### config.mk
export PLATFORM = sky130hd
export DESIGN_NAME = seg_display_mux
export DESIGN_NICKNAME = d
export VERILOG_FILES = /design/src/rtl/seg_display_mux.sv
export SDC_FILE = /design/constraint.sdc
export NUM_CORES = 1
export LEC_CHECK = 0
export CORE_MARGIN = 2
export CORE_UTILIZATION = 50
export CTS_CLUSTER_DIAMETER = 60
export CTS_CLUSTER_SIZE = 40
export DETAILED_ROUTE_END_ITERATION = 12
export PLACE_DENSITY = 0.76
export SETUP_SLACK_MARGIN = 0.02
export SLEW_MARGIN = 20
export SYNTH_ARGS = -nofsm -noshare
export SYNTH_HDL_FRONTEND = slang
export SYNTH_SLANG_ARGS = --single-unit
### constraint.sdc
create_clock -name clk -period 2.3 [get_ports clk]
set_input_delay 0.46 -clock clk [delete_from_list [all_inputs] [get_ports clk]]
set_output_delay 0.46 -clock clk [all_outputs]
set_load 0.02 [all_outputs]
### src/rtl/seg_display_mux.sv
// Four-digit common-anode seven-segment scanner: latches converter digit codes and
// sign, then time-multiplexes units, tens, hundreds and a sign digit with optional zero blanking.
module seg_display_mux #(
    parameter int         CLK_DIV   = 50000,
    parameter bit         BLANK_LZ  = 1'b1,
    parameter logic [6:0] ZERO_SEG  = 7'h40,
    parameter logic [6:0] MINUS_SEG = 7'h3F,
    parameter logic [6:0] BLANK_SEG = 7'h7F
) (
    input  logic       clk,
    input  logic       reset,
    input  logic       enable,
    input  logic       load,
    input  logic [6:0] U,
    input  logic [6:0] T,
    input  logic [6:0] H,
    input  logic       sign,
    output logic [6:0] seg,
    output logic [3:0] an,
    output logic       frame
);

    localparam int               DIV_W    = (CLK_DIV > 1) ? $clog2(CLK_DIV) : 1;
    localparam logic [DIV_W-1:0] DIV_LAST = DIV_W'(CLK_DIV - 1);

    logic [6:0]       u_r;
    logic [6:0]       t_r;
    logic [6:0]       h_r;
    logic             s_r;
    logic [DIV_W-1:0] div_cnt_r;
    logic [1:0]       idx_r;

    logic             tc_s;
    logic [DIV_W-1:0] div_nxt_s;
    logic [1:0]       idx_nxt_s;
    logic [6:0]       seg_nxt_s;
    logic [3:0]       an_nxt_s;
    logic             frame_nxt_s;

    // Tens blank only when hundreds is also zero, so "105" keeps its inner zero.
    function automatic logic [6:0] digit_code(
        input logic [1:0] idx,
        input logic [6:0] u,
        input logic [6:0] t,
        input logic [6:0] h,
        input logic       s
    );
        logic [6:0] code;
        case (idx)
            2'd0: code = u;
            2'd1: begin
                if (BLANK_LZ && (h == ZERO_SEG) && (t == ZERO_SEG)) begin
                    code = BLANK_SEG;
                end else begin
                    code = t;
                end
            end
            2'd2: begin
                if (BLANK_LZ && (h == ZERO_SEG)) begin
                    code = BLANK_SEG;
                end else begin
                    code = h;
                end
            end
            2'd3: begin
                if (s) begin
                    code = MINUS_SEG;
                end else begin
                    code = BLANK_SEG;
                end
            end
            default: code = BLANK_SEG;
        endcase
        return code;
    endfunction

    // Next prescaler/index state and next display outputs; disabled scan holds its position.
    always_comb begin
        tc_s        = (div_cnt_r == DIV_LAST);
        div_nxt_s   = div_cnt_r;
        idx_nxt_s   = idx_r;
        seg_nxt_s   = BLANK_SEG;
        an_nxt_s    = 4'hF;
        frame_nxt_s = 1'b0;
        if (enable) begin
            if (tc_s) begin
                div_nxt_s = {DIV_W{1'b0}};
                idx_nxt_s = idx_r + 2'd1;
            end else begin
                div_nxt_s = div_cnt_r + DIV_W'(1);
                idx_nxt_s = idx_r;
            end
            seg_nxt_s   = digit_code(idx_r, u_r, t_r, h_r, s_r);
            an_nxt_s    = ~(4'b0001 << idx_r);
            frame_nxt_s = tc_s && (idx_r == 2'd3);
        end else begin
            div_nxt_s   = div_cnt_r;
            idx_nxt_s   = idx_r;
            seg_nxt_s   = BLANK_SEG;
            an_nxt_s    = 4'hF;
            frame_nxt_s = 1'b0;
        end
    end

    // Shadow capture, scan state and registered display outputs.
    always_ff @(posedge clk) begin
        if (reset) begin
            u_r       <= ZERO_SEG;
            t_r       <= ZERO_SEG;
            h_r       <= ZERO_SEG;
            s_r       <= 1'b0;
            div_cnt_r <= {DIV_W{1'b0}};
            idx_r     <= 2'd0;
            seg       <= BLANK_SEG;
            an        <= 4'hF;
            frame     <= 1'b0;
        end else begin
            if (load) begin
                u_r <= U;
                t_r <= T;
                h_r <= H;
                s_r <= sign;
            end
            div_cnt_r <= div_nxt_s;
            idx_r     <= idx_nxt_s;
            seg       <= seg_nxt_s;
            an        <= an_nxt_s;
            frame     <= frame_nxt_s;
        end
    end

endmodule
Word level (Yosys, flattened, before mapping) --
Cells that the tools add are included.
Operators by class: muxes and demuxes 5, add/subtract/negate cells 2, bitwise logic cells 2, reductions and logical operators 5, shifts and indexed selects 1, equal/unequal tests 6
Operators with widths (count):
- $pmux 7 s4 | 1
- $mux 7 | 3
- $add 16x1->16 const B | 1
- $eq 16x16->1 const B | 1
- $mux 16 | 1
- $eq 7x7->1 const B | 2
- $eq 2x2->1 const B | 2
- $not 4->4 | 1
- $shl 1x2->4 const A | 1
- $add 2x1->2 const B | 1
- $eq 2x1->1 const B | 1
- $logic_and 1x1->1 | 2
- $logic_not 2->1 | 1
- $reduce_and 2->1 | 1
- $reduce_or 2->1 | 1
- $not 1->1 | 1
Storage, ports and cells: bits of input ports 26, word-level logic and storage cells 30, flip-flop bits (word level) 52, output and inout port bits 12

Longest topological paths before layout --
word-level depth 4, gate-level depth with buffers 7, mapped depth without buffers 6

Least setup slack after synthesis --
OpenSTA, ideal clock, no wires.
kind register -> register, start reg div_cnt_r[0], end reg div_cnt_r[0], library setup time 0.115 ns, data required time 2.185 ns, stages on the path, launching flop included 7, period minus slack after synthesis 1.529 ns, path slack 0.771 ns, arrival 1.415 ns, path buffers 1, cells stage by stage dfxtp_1 ha_1 nand4_1 nand4b_2 nand2b_2 buf_6 nor2_1
On the way: word-level cells in the longest chain between the ends 2, elaborated cells between the ends (all ways) 3, those cells by class 1 x add/sub; 1 x eq/ne; 1 x mux
RTL lines:
- start, declared | line 30 | logic [DIV_W-1:0] div_cnt_r;
- start signal, assigned | line 112 | div_cnt_r <= {DIV_W{1'b0}};
- start signal, assigned | line 124 | div_cnt_r <= div_nxt_s;
- $add 16x1->16 or $eq 16x16->1 (tied branches) | line 90, 79
- $mux 16 * | line 86 | if (tc_s) begin
Mark *: on every way between the ends. The rest lies on a longest branch, timed or not. A chain may end at the register's enable or synchronous reset.

==> metrics.txt <==
outcome=completed; DR vias/cell=5.33; setup repair bufs after CTS=0; Slowest Stage Delay on Critical Path=650 ps; Setup CP Type=in -> reg; syn_area_per_cell=9.65 sq um; max-slew violations=0; pwr dens=639 nW/um^2; filler cell count=365; port buffer count=37; slew margin rel.=0.599; syn_nets=267; max frequency=562 MHz; Yosys reg bits=52; Crit-path slowest cell=clkdlybuf4s50_1; Post-CTS Hold Fix Bufs=0; CP arrival=2030 ps; CP Buf/Inv Count=1; CTS Buffer Depth=2; first-pass GRT wire length=7470 um; most frequent cells in the layout=dfxtp_1 (52), nor2_1 (47), clkdlybuf4s50_1 (37); via count=1728; layout cells sized above 1=0.0735; crit share post-route=0.774; Yosys cell types=37; top-area cell type share of the netlist area=0.459; vias in the first global route=1603; I/O Pins=38; mapped cell area=2270 sq um; DP HPWL=3240 um; max_cap viols=0; post-cts sizing count=0; initial antenna violation count=0; routability cong.=0.819; area delta synth->final=21.7%; crit end category=register; area taken by multi-input logic gates=1120 sq um; Starting Density=0.521; peak supply drop=525 uV; Antenna diodes=0; clock-pin transition on the worst setup and hold timing paths=90 ps; FP Rows=24; min-delay worst type=reg -> reg; GR Overflow Total=0; largest delay contributor family on the critical path=simple AND/OR/NAND/NOR gates; largest net degree at the start of global routing=26; largest family of logic cells by synthesized area=simple AND/OR/NAND/NOR gates; synthesized-area fraction occupied by adder cells=0.0331; # clock sinks=52; skew final=6.68 ps; TNS Setup=0 ps; Cell Chain, Critical Path=clkdlybuf4s50_1, and4_1, nand3_2, or4_1, a21oi_1; Synth Flop Type=dfxtp_1; Synth Instances=235; layout net count=303; worst-margin pin slew=593 ps; Tot GR Track Use=0.187; H-Tree Depth=2; 1st-pass router iterations=7; total CTS buffers=5; RSZ-0062 raised after global routing=false; core footprint=4350 sq um; dpl cell area=2650 sq um; crit start category=input pin; Hold WS=488 ps; sequential fraction of the synthesis area=0.459; Simple-Gate Fraction of Synth Area=0.219; number of routed nets with antenna violations=0; Leak=0.00110 uW; WL final=4580 um; asr flop ratio synth=0; WL per Instance=14.1 um; Critical Path Fanout Max=8; top cells by area, synth=dfxtp_1 (46%), mux2i_1 (9.7%), nor2_1 (7.8%), xnor2_1 (3.5%), ha_1 (3.3%); fin area=2760 sq um; clock root cell=clkbuf_8; final core utilization=0.634; clock latency on the worst-skew pair=310 ps; final setup fails=0; compound-cell area share of the yosys netlist=0.0855; Seq. cell area=1040 sq um; clock period minus worst slack=1780 ps; largest area contributor in the netlist=dfxtp_1; CTS tree=done; area share of xor/xnor cells in the synthesized design=0.0579; Die Y-Extent=71.4 um; EDFF count, synth=0; total die area=5090 sq um; most common cell after layout, fill and taps aside=dfxtp_1; CP Data Required Time=2550 ps; Final Hold Vio Count=0; Die X=71.4 um; Residual DRC=0; drt initial violations=71; mux contribution to synthesized area=0.0971; synth warn=0
[power breakdown]
| part | internal, uW | switching [uW] |
|---|---|---|
| Clock | 322 | 303 |
| Combinational | 103 | 77.1 |
| Sequential | 935 | 24.9 |
| Total | 1360 | 406 |
[stage by stage]
| stage | setup WS, ps | power, uW | cells |
|---|---|---|---|
| after floorplan | 771 | 1080 | 235 |
| after global placement | 264 | 1160 | 316 |
| after detailed placement | 218 | 1160 | 316 |
| after CTS | 535 | 1770 | 324 |
| after global routing | 389 | 1840 | 324 |
| final | 520 | 1770 | 324 |
[final timing paths]
path | start | end | slack [ps] | cells past startpoint
setup / recovery | enable | div_cnt_r[13]$_SDFFE_PP0P_ | 520 | 5
hold / removal | u_r[6]$_SDFFE_PP1P_ | seg[6]$_SDFF_PP1_ | 490 | 2
setup reg to reg | div_cnt_r[12]$_SDFFE_PP0P_ | div_cnt_r[6]$_SDFFE_PP0P_ | 580 | 4
hold reg to reg | u_r[6]$_SDFFE_PP1P_ | seg[6]$_SDFF_PP1_ | 490 | 2
[flip-flops by register name, summed over array words and instances, names as in the netlist]
| signal | cells |
|---|---|
| seg | 7 |
| div_cnt_r | 16 |
| t_r | 7 |
| idx_r | 2 |
| frame | 1 |
| s_r | 1 |
| h_r | 7 |
| u_r | 7 |
| an | 4 |
[cells in the mapped netlist, types with 3 or more instances]
library cell,number
a21o_1,3
nor2b_1,4
ha_1,6
nand3_1,4
mux2i_1,22
buf_6,3
xnor2_1,9
nor4_1,3
dfxtp_1,52
and4_1,3
nand2_1,9
a211o_1,3
a211oi_1,3
xor2_1,6
o221ai_1,6
buf_2,3
nor2_1,47
a21oi_1,10
clkbuf_1,6
nand4_1,7
inv_1,3
nor3_1,4
[routing by layer]
metal,vias to the layer above,share of wire,GRT usage
met1,778,0.49,0.260
met3,10,0.053,0.0408
li1,893,-,-
met5,-,0,0
met2,47,0.43,0.281
met4,0,0.021,0.0797
[worst min-delay path, cell delays in order, from the launching register on]
cell	delay, ps
dfxtp_1	340
mux2i_1	70
nand2_1	60
[layout make-up]
class,instances,area share
clock inverter,3,0.0154
multi-input combinational,166,0.405
sequential,52,0.377
timing repair buffer,43,0.150
clock buffer,5,0.0249
inverter,3,0.00408
tap,52,0.0236
[cells by family after synthesis]
kind of cell             Yosys count
adder cells (fa/ha/maj)            6
XOR/XNOR                          15
multiplexers                      22
flip-flops                        52
AND/OR/NAND/NOR                   95
AO/OA/AOI/OAI                     28
buffers and inverters             17
No activity file was read; power rests on OpenSTA's default activity.
